## src/rtl/cpu_pkg.sv

```systemverilog
// Shared definitions for the fetch/decode/execute sequencer: FSM states,
// exception cause codes and instruction size.
package cpu_pkg;
  typedef enum logic [2:0] {
    FETCH  = 3'd0,
    WAIT   = 3'd1,
    DECODE = 3'd2,
    EXEC   = 3'd3,
    EXCEPT = 3'd4
  } state_e;

  typedef enum logic [1:0] {
    ALIGN       = 2'd0,
    BUS_TIMEOUT = 2'd1,
    ILLEGAL     = 2'd2,
    OVERFLOW    = 2'd3
  } cause_e;

  localparam int INSN_BYTES = 4;
  localparam int WAIT_CNT_W = 8;
endpackage

```

## src/rtl/wait_timer.sv

```systemverilog
// Memory wait-cycle counter; terminal flags the last cycle a fetch may wait.
module wait_timer
  import cpu_pkg::*;
#(
  parameter int MAX_WAIT = 15
) (
  input  logic clock,
  input  logic reset,
  input  logic clr,
  input  logic inc,
  output logic terminal
);
  logic [WAIT_CNT_W-1:0] cnt_q, cnt_d;

  always_comb begin
    cnt_d = cnt_q;
    if (clr)      cnt_d = '0;
    else if (inc) cnt_d = cnt_q + WAIT_CNT_W'(1);
  end

  always_ff @(posedge clock or posedge reset) begin
    if (reset) cnt_q <= '0;
    else       cnt_q <= cnt_d;
  end

  assign terminal = (cnt_q == WAIT_CNT_W'(MAX_WAIT));
endmodule

```

## src/rtl/fetch_sequencer.sv

```systemverilog
// Instruction sequencer: fetch with bus timeout, one-cycle decode strobe,
// execute with branch/overflow handling and a single-cycle exception state.
module fetch_sequencer
  import cpu_pkg::*;
#(
  parameter int               WIDTH        = 32,
  parameter logic [WIDTH-1:0] RESET_VECTOR = '0,
  parameter logic [WIDTH-1:0] EXC_VECTOR   = WIDTH'(32'h0000_00FF),
  parameter int               MAX_WAIT     = 15
) (
  input  logic             clock,
  input  logic             reset,
  output logic             mem_req,
  output logic [WIDTH-1:0] mem_addr,
  input  logic             mem_ready,
  input  logic [31:0]      mem_rdata,
  output logic [31:0]      ir,
  output logic             decode_valid,
  input  logic             illegal_op,
  input  logic             exec_done,
  input  logic             overflow,
  input  logic             branch_taken,
  input  logic [WIDTH-1:0] branch_target,
  output logic [WIDTH-1:0] pc,
  output logic [WIDTH-1:0] epc,
  output logic [1:0]       cause,
  output logic             exc_pulse,
  output logic [WIDTH-1:0] retired,
  output logic [2:0]       state
);
  localparam logic [WIDTH-1:0] STEP = WIDTH'(INSN_BYTES);

  state_e           state_q, state_d;
  logic [WIDTH-1:0] pc_q, pc_d, epc_q, epc_d, retired_q, retired_d;
  logic [31:0]      ir_q, ir_d;
  cause_e           cause_q, cause_d;
  logic             timeout, misaligned;

  assign misaligned = |branch_target[1:0];

  wait_timer #(.MAX_WAIT(MAX_WAIT)) u_wait_timer (
    .clock    (clock),
    .reset    (reset),
    .clr      (state_q == FETCH),
    .inc      (state_q == WAIT && !mem_ready && !timeout),
    .terminal (timeout)
  );

  always_ff @(posedge clock or posedge reset) begin
    if (reset) state_q <= FETCH;
    else       state_q <= state_d;
  end

  always_comb begin
    state_d = state_q;
    case (state_q)
      FETCH:  state_d = WAIT;
      WAIT:   if (mem_ready) state_d = DECODE;
              else if (timeout) state_d = EXCEPT;
      DECODE: state_d = illegal_op ? EXCEPT : EXEC;
      EXEC:   if (exec_done)
                state_d = (overflow || (branch_taken && misaligned)) ? EXCEPT : FETCH;
      EXCEPT: state_d = FETCH;
      default: state_d = FETCH;
    endcase
  end

  always_comb begin
    mem_req      = (state_q == FETCH) || (state_q == WAIT);
    mem_addr     = pc_q;
    decode_valid = (state_q == DECODE);
    exc_pulse    = (state_q == EXCEPT);
  end

  // epc/cause are captured on entry to EXCEPT so they are valid alongside exc_pulse.
  // pc has already advanced past the faulting word except on a bus timeout.
  always_comb begin
    pc_d      = pc_q;
    ir_d      = ir_q;
    epc_d     = epc_q;
    cause_d   = cause_q;
    retired_d = retired_q;
    case (state_q)
      WAIT:
        if (mem_ready) begin
          ir_d = mem_rdata;
          pc_d = pc_q + STEP;
        end else if (timeout) begin
          epc_d   = pc_q;
          cause_d = BUS_TIMEOUT;
        end
      DECODE:
        if (illegal_op) begin
          epc_d   = pc_q - STEP;
          cause_d = ILLEGAL;
        end
      EXEC:
        if (exec_done) begin
          if (overflow) begin
            epc_d   = pc_q - STEP;
            cause_d = OVERFLOW;
          end else if (branch_taken && misaligned) begin
            epc_d   = pc_q - STEP;
            cause_d = ALIGN;
          end else begin
            retired_d = retired_q + WIDTH'(1);
            if (branch_taken) pc_d = branch_target;
          end
        end
      EXCEPT: pc_d = EXC_VECTOR;
      default: ;
    endcase
  end

  always_ff @(posedge clock or posedge reset) begin
    if (reset) begin
      pc_q      <= RESET_VECTOR;
      ir_q      <= '0;
      epc_q     <= '0;
      cause_q   <= ALIGN;
      retired_q <= '0;
    end else begin
      pc_q      <= pc_d;
      ir_q      <= ir_d;
      epc_q     <= epc_d;
      cause_q   <= cause_d;
      retired_q <= retired_d;
    end
  end

  assign ir      = ir_q;
  assign pc      = pc_q;
  assign epc     = epc_q;
  assign cause   = cause_q;
  assign retired = retired_q;
  assign state   = state_q;
endmodule

```

## config.mk

```make
export PLATFORM = sky130hd
export DESIGN_NAME = fetch_sequencer
export DESIGN_NICKNAME = d
export VERILOG_FILES = /design/src/rtl/cpu_pkg.sv /design/src/rtl/wait_timer.sv /design/src/rtl/fetch_sequencer.sv
export SDC_FILE = /design/constraint.sdc
export NUM_CORES = 1
export LEC_CHECK = 0
export ABC_AREA = 1
export CORE_MARGIN = 3
export CORE_UTILIZATION = 53
export CTS_CLUSTER_DIAMETER = 120
export DETAILED_ROUTE_END_ITERATION = 7
export GPL_ROUTABILITY_DRIVEN = 0
export PLACE_DENSITY = 0.91
export SLEW_MARGIN = 20
export SYNTH_ARGS = -nofsm -noshare
export SYNTH_HDL_FRONTEND = slang
export SYNTH_SLANG_ARGS = --single-unit
export TNS_END_PERCENT = 1
```

## constraint.sdc

```tcl
create_clock -name clock -period 9.5 [get_ports clock]
set_input_delay 1.425 -clock clock [delete_from_list [all_inputs] [get_ports clock]]
set_output_delay 1.425 -clock clock [all_outputs]
set_load 0.005 [all_outputs]
```

Yosys cells after proc, flatten, opt, wreduce, memory -nomap -nowiden
Index checks and enable logic that the tools add are counted.
- $add $sub $neg: 4
- equality and inequality tests: 15
- muxes and demuxes: 28
- bitwise logic cells: 2
- reduce and logical (&&, ||, !) cells: 17
- operators by type and width (operator ; number):
    $mux W32 ; 11
    $pmux W32 S3 ; 2
    $add A32 B1 Y32 const B ; 1
    $add A32 B3 Y32 const B ; 1
    $sub A32 B3 Y32 const B ; 1
    $mux W8 ; 2
    $mux W3 ; 5
    $ne A2 B2 Y1 const B ; 7
    $mux W2 ; 6
    $pmux W3 S4 ; 1
    $reduce_and A6 Y1 ; 2
    $add A8 B1 Y8 const B ; 1
    $eq A8 B4 Y1 const B ; 1
    $eq A3 B2 Y1 const B ; 2
    $ne A3 B3 Y1 const B ; 2
    $pmux W2 S3 ; 1
    $reduce_bool A3 Y1 ; 2
    $reduce_and A2 Y1 ; 2
    $reduce_and A4 Y1 ; 1
    $eq A3 B1 Y1 const B ; 1
    $eq A3 B3 Y1 const B ; 1
    $logic_and A1 B1 Y1 ; 3
    $logic_not A3 Y1 ; 1
    $logic_not A1 Y1 ; 2
    5 further kinds ; 7
- flip-flop bits (word level): 141
- input bits: 71
- output and inout port bits: 168
- word-level logic and storage cells: 73

Depth between registers and ports, before layout
Gate-level depths: netlist of the first run.
- depth in word-level cells: 6
- gate-level depth with buffers: 11
- depth with buffers taken out: 11

Cells and area by module
From an unflattened synthesis of the first run, not the netlist that was laid out.
- cells, all modules: 1183
- area total of the unflattened synthesis: 8504.4 µm²
- modules (own cells, without submodules) (module ; times used ; cells an instance ; area each (µm²) ; sequential area each (µm²)):
    fetch_sequencer ; 1 ; 1122 ; 8057.7 ; 3328.2
    wait_timer ; 1 ; 61 ; 446.7 ; 200.2

Worst setup path after synthesis of the first run
OpenSTA, ideal clock, no wires.
- kind: in2reg
- start: input port branch_target[1]
- end: register epc_q[30], in the netlist epc[30]
- setup time: 0.117 ns
- arrival time: 2.357 ns
- required time: 9.383 ns
- setup slack: 7.026 ns
- stages: 9
- path buffers: 1
- cells stage by stage: nor2_1 -> nor2_1 -> o21ai_4 -> nand2_1 -> nor2_2 -> nor2_8 -> buf_2 -> nand3_1 -> nand2_1
- word-level cells in the longest chain between the ends: 4
- ends and longest elaborated chain (what ; line ; source):
    from (decl) ; fetch_sequencer.sv:23 ; input logic [WIDTH-1:0] branch_target,
    $reduce_or A2 Y1 ; fetch_sequencer.sv:39 ; assign misaligned = |branch_target[1:0];
    $logic_and A1 B1 Y1 ; fetch_sequencer.sv:102 ; end else if (branch_taken && misaligned) begin
    $ne A3 B3 Y1 (no line) ; - ;
    $reduce_and A6 Y1 (no line) ; - ;
    to (signal assigned) ; fetch_sequencer.sv:125 ; epc_q <= epc_d;
    to (decl) ; fetch_sequencer.sv:34 ; logic [WIDTH-1:0] pc_q, pc_d, epc_q, epc_d, retired_q, retired_d;
No other way between the ends.
A chain may end at the register's enable or synchronous reset.

Worst setup path in the final report of the first run
- start: register state_q[0], in the netlist state[0]
- end: output port mem_req
- word-level cells in the longest chain between the ends: 2
- ends and longest elaborated chain (what ; line ; source):
    from (decl) ; fetch_sequencer.sv:33 ; state_e state_q, state_d;
    from (signal assigned) ; fetch_sequencer.sv:51 ; else state_q <= state_d;
    $eq A3 B1 Y1 / $logic_not A3 Y1 (equally long branches) ; fetch_sequencer.sv:69 ; mem_req = (state_q == FETCH) || (state_q == WAIT);
    $logic_or A1 B1 Y1 * ; fetch_sequencer.sv:69 ;
    to (decl) ; fetch_sequencer.sv:13 ; output logic mem_req,
Mark *: on every way between the ends. The rest lies on a longest branch, timed or not.

==> results of run 1 <==
==> kinds of logic after synthesis <==
logic type | count (synthesis)
compound gates | 93
xor+xnor | 37
fa+ha+maj | 4
buf+inv | 194
flops | 141
mux | 32
simple gates | 720
==> placed cells by master, fill, tap and decap left out, types with 2 or more instances in the layout <==
master / count
xnor2_1: 4
inv_2: 5
a21oi_1: 22
nand2_1: 394
nand4_1: 16
clkbuf_16: 17
inv_6: 10
xor2_1: 33
clkdlybuf4s50_1: 238
ha_1: 4
nand3_1: 65
nand3b_1: 4
inv_1: 110
inv_8: 2
clkinv_8: 2
o21ai_0: 41
o22ai_1: 2
nor2_1: 192
buf_4: 2
nand2_2: 6
nor2_4: 4
o31ai_1: 3
dfrtp_1: 141
nor2_2: 4
mux2_2: 32
o21ai_1: 24
nor3_1: 24
nand2_4: 3
nor2_8: 2
==> tightest hold or removal path, stage by stage, from the launching register on <==
cell and delay [ns]:
dfrtp_1 0.35, nand2_1 0.05, nand2_1 0.05
==> flip-flops by register name, summed over array words and instances (netlist names) <==
name and flops:
mem_addr 32, state 3, ir 32, cause 2
u_wait_timer.cnt_q 8, retired 32, epc 32
==> metal layers <==
metal / global-route usage / vias to the layer above / share of wire
met4: 0.138 / 0 / 0.040
met1: 0.381 / 4171 / 0.38
met2: 0.500 / 545 / 0.48
met5: 0 / - / 0
li1: - / 4161 / -
met3: 0.0675 / 105 / 0.093
==> area by class of cell <==
| type | count | area share |
|---|---|---|
| multi-input combinational | 886 | 0.370 |
| tap | 216 | 0.0236 |
| sequential | 141 | 0.308 |
| inverter | 118 | 0.0395 |
| clock inverter | 15 | 0.0128 |
| clock buffer | 17 | 0.0371 |
| timing repair buffer | 240 | 0.209 |
==> where the power goes <==
part	switching (uW)	internal (uW)	leakage [uW]
sequential	304	833	0.00173
combinational	831	819	0.00333
clock	306	348	0.000280
total	1440	2000	0.00535
==> stage by stage <==
stage / setup slack, ns / power (uW) / cell area [um2] / hold slack (ns)
2_1_floorplan: 4.29 / 2020 / 8720 / 0.465
6_report: 5.90 / 3440 / 11500 / 0.479
3_5_place_dp: 6.09 / 2760 / 10900 / 0.464
4_1_cts: 5.91 / 3430 / 11500 / 0.479
3_3_place_gp: 6.12 / 2700 / 10900 / 0.456
5_1_grt: 5.74 / 3670 / 11500 / 0.506
==> final timing paths <==
kind	depth (start not counted)	endpoint	slack, ns	startpoint
hold reg to reg	2	epc[2]$_DFFE_PP0P_	0.48	epc[2]$_DFFE_PP0P_
min in group asynchronous	2	retired[19]$_DFFE_PP0P_	1.46	reset
setup / recovery	6	mem_req	5.90	state[0]$_DFFE_PP0P_
max in group asynchronous	3	ir[24]$_DFFE_PP0P_	6.65	reset
setup reg to reg	9	mem_addr[13]$_DFFE_PP0P_	6.44	state[1]$_DFFE_PP0P_
hold / removal	2	epc[2]$_DFFE_PP0P_	0.48	epc[2]$_DFFE_PP0P_
==> metrics.txt, run 1 <==
grt total ovfl=0; DPL Wire Length=20000 um; Critical Path Start Type=register; CP bufs+invs=3; total setup buffers inserted after CTS=0; total CTS buffers=17; # IOs=239; largest net degree at the start of global routing=73; top-area cell type share of the netlist area=0.405; DRT antenna net count=0; Final TNS setup=0 ns; worst vdd ir=0.180 mV; slowest CP cell=clkdlybuf4s50_1; syn nets=1296; DP Cell Count=1601; Async S/R FF share, synth=1.00; RSZ-0062 raised after global routing=false; vias in the first global route=8619; number of synthesized register bits=141; crit-path max FO=10; PD cells=300 nW/um2; number of max-cap violations=0; Hold Path Class=register to register; share of cells above drive strength 1=0.0685; Final nets=1479; fillcell total=1207; Reg area=3530 um2; ant diodes=0; post-synthesis simple-gate area fraction=0.347; Residual DRC=0; Starting Density=0.545; Clock Latency Late Sink=0.44 ns; Top FF cell, synth=dfrtp_1; Site Rows=46; library cells used by synthesis=36; Rel. slew slack=0.381; most frequent cell after synthesis=nand2_1; first-pass GRT wire length=43700 um; Final min period=3.60 ns; Final Core Density=0.717; detailed-route wire length per cell=16.8 um; vias per inst=5.50; Pre-antenna DRT Iters=8; Max Clock Skew=0.0123 ns; H-tree levels=4; top cells by count, synth=nand2_1, nor2_1, dfrtp_1; CTS Root Cell=clkbuf_16; Worst-path clk slew=0.07 ns; Synth Area in Adders=0.00574; required time worst endpoint=8.08 ns; Vias=8982; Max Freq=0.277 GHz; CP Class=register to output pin; most frequent CP cell=nor2_1; Avg Cell Area, Syn=7.14 um2; cts hold-fix bufs=0; die area=18000 um2; CP max stage delay=0.52 ns; CP delay by family, top=buffers and inverters; initial antenna violation count=0; Max Transition Viols Final=0; EDFF count, synth=0; CTS tree=yes; Syn. warnings=0; cts repair resizes=0; Die Height=134 um; worst path cell trace=nor2_1 -> inv_1 -> nor2_1 -> clkinv_1 -> nand2_1 -> clkdlybuf4s50_1; post-synthesis xor/xnor area fraction=0.0372; clock sinks=141; static leakage=0.00535 uW; portion of netlist area occupied by mux cells=0.0413; Area Growth Syn to Fin=31.5%; largest family of logic cells by synthesized area=simple AND/OR/NAND/NOR gates; drt total wl=27400 um; Slew @ Worst Pin=0.929 ns; run status=complete, no violations; Synth area leader=dfrtp_1; Core Area=16000 um2; Multi-input gate area=4240 um2; CP Capture Type=output pin; Worst Path Arrival=2.18 ns; fin cells=1633; synthesized area=8720 um2; # setup viols final=0; CTS max path bufs=2; Fin. Hold Viols=0; DR iter-0 viols=1168; input/output buffers=238; final worst path period share=0.379; Total GRT Usage=0.303; Cells after Synth=1221; post-synthesis compound-gate area fraction=0.0558; die span in x=134 um; Seq/Total Area, Yosys=0.405; Area contributors post-synth=dfrtp_1, nand2_1, nor2_1
Note: power is estimated with default switching activity, not from simulation.
==> inputs of run 2 (changes only) <==
Settings changed: CORE_UTILIZATION 53 to 45, PLACE_DENSITY 0.91 to 0.82.
Clock period 9.5 ns to 3.2 ns, I/O delays scaled along.
==> metrics.txt, run 2 (synthesis gave the netlist of run 1 again) <==
run status=complete, no violations; required time worst endpoint=2.72 ns; CP bufs+invs=3; worst min-delay path startpoint=epc[3]$_DFFE_PP0P_; fillcell total=1657; Final TNS setup=0 ns; Worst Path Arrival=2.18 ns; Area Growth Syn to Fin=32.8%; Max Transition Viols Final=0; share of cells above drive strength 1=0.0711; die area=21100 um2; power share of the clock group=0.193; Total GRT Usage=0.242; switching portion of total power=0.407; clock sinks=141; Vias=8549; Worst R2R Path Depth=9; vias per inst=5.09; detailed-route wire length per cell=15.3 um; Residual DRC=0; initial antenna violation count=0; combinational share of power=0.481; die span in x=145 um; H-tree levels=4; total setup buffers inserted after CTS=0; crit-path max FO=10; final worst path period share=0.832; share of power burned in registers=0.326; slowest CP cell=clkdlybuf4s50_1; Worst-path clk slew=0.06 ns; # setup viols final=0; first-pass GRT wire length=41800 um; Critical Path Start Type=register; vias in the first global route=8209; post-route design area=11600 um2; worst path cell trace=nor2_1 -> inv_1 -> nor2_1 -> clkinv_1 -> nand2_1 -> clkdlybuf4s50_1; cts repair resizes=0; CTS tree=yes; worst vdd ir=0.525 mV; Placed Area=11000 um2; RSZ-0062 raised after global routing=false; switching power=4130 uW; CP Capture Type=output pin; Reg2Reg Capture Point=epc[28]$_DFFE_PP0P_; DPL Wire Length=19500 um; most frequent CP cell=nor2_1; Die Height=145 um; Hold EP=epc[3]$_DFFE_PP0P_; Final nets=1483; PD cells=877 nW/um2; drt total wl=25700 um; setup slack, reg-to-reg=0.95 ns; CP delay by family, top=buffers and inverters; Clock Latency Late Sink=0.43 ns; Max Clock Skew=0.00879 ns; P_int=6030 uW; Pre-antenna DRT Iters=7; most common cell after layout, fill and taps aside=nand2_1; WHS Path Cells=2; most frequent cells in the layout=nand2_1, clkdlybuf4s50_1, nor2_1; Starting Density=0.462; Slew @ Worst Pin=0.735 ns; grt total ovfl=0; total CTS buffers=17; largest net degree at the start of global routing=66; cts hold-fix bufs=0; input/output buffers=238; Site Rows=50; DR iter-0 viols=881; Hold Path Class=register to register; number of max-cap violations=0; CP Class=register to output pin; # IOs=239; CTS Root Cell=clkbuf_16; CP max stage delay=0.55 ns; reg2reg start=mem_addr[2]$_DFFE_PP0P_; Core Area=18900 um2; Fin. Hold Viols=0; ant diodes=0; DRT antenna net count=0; CTS max path bufs=2; Final min period=2.66 ns; static leakage=0.00537 uW; Rel. slew slack=0.509; Max Freq=0.376 GHz
[run 2: changes by cell type in the layout (fill, tap and decap cells not counted), moves of 2 or more]
cell      delta
inv_6        -4
buf_12       +2
buf_4        +2
clkinv_4     +2
clkinv_8     -2
[run 2: per-layer routing]
metal,global-route usage,vias up,part of all wire
met5,0,-,0
met4,0.0831,0,0.025
met1,0.311,3968,0.42
met3,0.0568,58,0.076
met2,0.400,350,0.48
li1,-,4173,-
[run 2: worst max path at each step]
stage          cells past startpoint  slack [ns]            startpoint                        to
3_3_place_gp                       8        0.78      branch_target[1]   retired[11]$_DFFE_PP0P_
6_report                           6        0.54  state[1]$_DFFE_PP0P_                   mem_req
3_5_place_dp                       9        0.70      branch_target[1]  mem_addr[18]$_DFFE_PP0P_
2_1_floorplan                      1        0.96                 reset      cause[0]$_DFFE_PP0P_
4_1_cts                            6        0.52  state[1]$_DFFE_PP0P_                   mem_req
5_1_grt                            6        0.44  state[1]$_DFFE_PP0P_                   mem_req
[run 2: layout make-up]
cell class,instances,area [um2],share of cell area
clock buffers,17,425,0.0367
well taps,260,325,0.0281
repair buffers,244,2450,0.212
inverters,118,452,0.0390
clock inverters,15,151,0.0131
flip-flops and latches,141,3530,0.305
multi-input cells,886,4240,0.367
[run 2: worst reg2reg max path, cell delays in order (launching register included)]
cell     delay [ns]
dfrtp_1        0.47
inv_1          0.17
ha_1           0.21
nand2_1        0.09
nor2_1         0.35
nand4_1        0.30
nor2_1         0.28
nand3_1        0.10
nand3_1        0.10
nand2_1        0.06
[run 2: power by group through the flow]
stage | combinational, uW | clock (uW) | sequential [uW]
detailed placement | 4870 | 0 | 3320
global route | 5400 | 2060 | 3420
global placement | 4770 | 0 | 3290
floorplan | 2970 | 0 | 3040
CTS | 4910 | 1970 | 3300
finish | 4890 | 1960 | 3310
[run 2: metrics by stage]
stage / util / std cells / power (uW) / worst slack [ns] / hold slack (ns)
global route: 0.613 / 1681 / 10900 / 0.438 / 0.505
CTS: 0.613 / 1681 / 10200 / 0.520 / 0.475
finish: 0.613 / 1681 / 10200 / 0.539 / 0.473
global placement: 0.582 / 1649 / 8060 / 0.779 / 0.459
floorplan: - / 1221 / 6000 / 0.957 / 0.465
detailed placement: 0.582 / 1649 / 8200 / 0.698 / 0.466
==> inputs of run 3 (changes only) <==
Settings changed: CORE_UTILIZATION 45 to 49, PLACE_DENSITY 0.82 to 0.85.
Clock period 3.2 ns to 2.6 ns, I/O delays scaled along.
==> metrics.txt, run 3 (synthesis gave the netlist of run 1 again) <==
Final min period=2.37 ns; CP delay by family, top=buffers and inverters; Final nets=1489; most frequent cells in the layout=nand2_1, clkdlybuf4s50_1, nor2_1; worst min-delay path startpoint=epc[15]$_DFFE_PP0P_; vias per inst=5.28; Pre-antenna DRT Iters=6; die area=19400 um2; Site Rows=48; clock sinks=141; worst vdd ir=0.699 mV; Clock Latency Late Sink=0.43 ns; # IOs=239; CTS Root Cell=clkbuf_16; total power draw=13000 uW; Max Transition Viols Final=0; drt total wl=26600 um; input/output buffers=238; total CTS buffers=17; Die Height=139 um; Max Clock Skew=0.00814 ns; switching portion of total power=0.390; RSZ-0062 raised after global routing=false; share of power burned in registers=0.319; Starting Density=0.502; CTS tree=yes; Core Area=17400 um2; CP Capture Type=output pin; Worst R2R Path Depth=9; Reg2Reg Capture Point=retired[11]$_DFFE_PP0P_; CTS max path bufs=2; worst path cell trace=inv_2 -> nand2_4 -> nor2_1 -> clkdlybuf4s50_1; required time worst endpoint=2.21 ns; share of cells above drive strength 1=0.0750; static leakage=0.00544 uW; P_int=7910 uW; number of max-cap violations=0; Total GRT Usage=0.273; H-tree levels=4; grt total ovfl=0; crit-path max FO=10; die span in x=139 um; WHS Path Cells=2; final worst path period share=0.910; Slew @ Worst Pin=0.777 ns; DR iter-0 viols=887; most common cell after layout, fill and taps aside=nand2_1; fillcell total=1392; Hold EP=epc[15]$_DFFE_PP0P_; detailed-route wire length per cell=16.1 um; Vias=8725; Hold Path Class=register to register; vias in the first global route=8451; PD cells=1110 nW/um2; initial antenna violation count=3; largest net degree at the start of global routing=142; DRT antenna net count=0; Final TNS setup=0 ns; CP max stage delay=0.60 ns; Rel. slew slack=0.482; setup slack, reg-to-reg=0.47 ns; Max Freq=0.423 GHz; # setup viols final=0; Worst Path Arrival=1.98 ns; Fin. Hold Viols=0; Residual DRC=0; Area Growth Syn to Fin=33.8%; switching power=5050 uW; run status=complete, no violations; critical path startpoint=state[2]$_DFFE_PP0P_; DPL Wire Length=19700 um; CP bufs+invs=2; Critical Path Start Type=register; combinational share of power=0.471; WHS=0.492 ns; power share of the clock group=0.209; first-pass GRT wire length=43000 um; Worst-path clk slew=0.06 ns; slowest CP cell=clkdlybuf4s50_1; reg2reg start=state[2]$_DFFE_PP0P_; CP Class=register to output pin
-- run 3: cell count changes in the layout (fill, tap and decap cells not counted), sizes merged --
cell      change
diode         +3
clkbuf        +3
buf           +6
bufinv        +4
clkinvlp      +1
inv           -7
clkinv        -2
-- run 3: timing repair --
item                       CTS  global route
gates resized for setup      0             1
setup endpoints to repair    0             1
hold endpoints to repair     0             0
hold buffers                 0             0
buffers inserted             0             0
-- run 3: worst max-delay path by stage --
stage                               to  slack (ns)  cells after the start
6_report                  decode_valid        0.23                      4
4_1_cts                        mem_req        0.06                      6
2_1_floorplan     cause[0]$_DFFE_PP0P_        0.45                      1
3_5_place_dp    retired[9]$_DFFE_PP0P_        0.45                      8
5_1_grt                   decode_valid        0.12                      4
3_3_place_gp   retired[18]$_DFFE_PP0P_        0.49                      9
-- run 3: tightest hold or removal path, delay by kind of cell, from the launching register on --
kind             cells  cell delay, ns
AO/OA/AOI/OAI        1            0.06
flip-flops           1            0.35
AND/OR/NAND/NOR      1            0.05
-- run 3: stage by stage --
stage,util,setup slack (ns),area (um2),cells
4_1_cts,0.672,0.0619,11700,1651
6_report,0.672,0.235,11700,1654
5_1_grt,0.672,0.120,11700,1654
3_5_place_dp,0.634,0.452,11000,1620
2_1_floorplan,-,0.447,8720,1221
3_3_place_gp,0.634,0.495,11000,1620
-- run 3: layout make-up --
class / count / area [um2] / share of cell area
Tap cell: 225 / 282 / 0.0241
Clock inverter: 11 / 189 / 0.0162
Clock buffer: 20 / 467 / 0.0400
Inverter: 118 / 452 / 0.0387
Antenna cell: 3 / 7.51 / 0.000644
Timing Repair Buffer: 250 / 2500 / 0.214
Multi-Input combinational cell: 886 / 4240 / 0.364
Sequential cell: 141 / 3530 / 0.302
-- run 3: metal layers --
layer / GRT usage / share of wire / vias up / wire [um]
li1: - / - / 4193 / -
met4: 0.109 / 0.038 / 0 / 1020
met5: 0 / 0 / - / 0
met2: 0.450 / 0.48 / 422 / 12800
met1: 0.345 / 0.40 / 4026 / 10600
met3: 0.0704 / 0.085 / 84 / 2260
-- run 3: power groups by stage --
stage	clock (uW)	sequential [uW]	combinational, uW
6_report	2710	4140	6110
5_1_grt	2840	4270	6740
4_1_cts	2730	4110	6140
3_5_place_dp	0	4120	6080
3_3_place_gp	0	4090	5920
2_1_floorplan	0	3740	3650
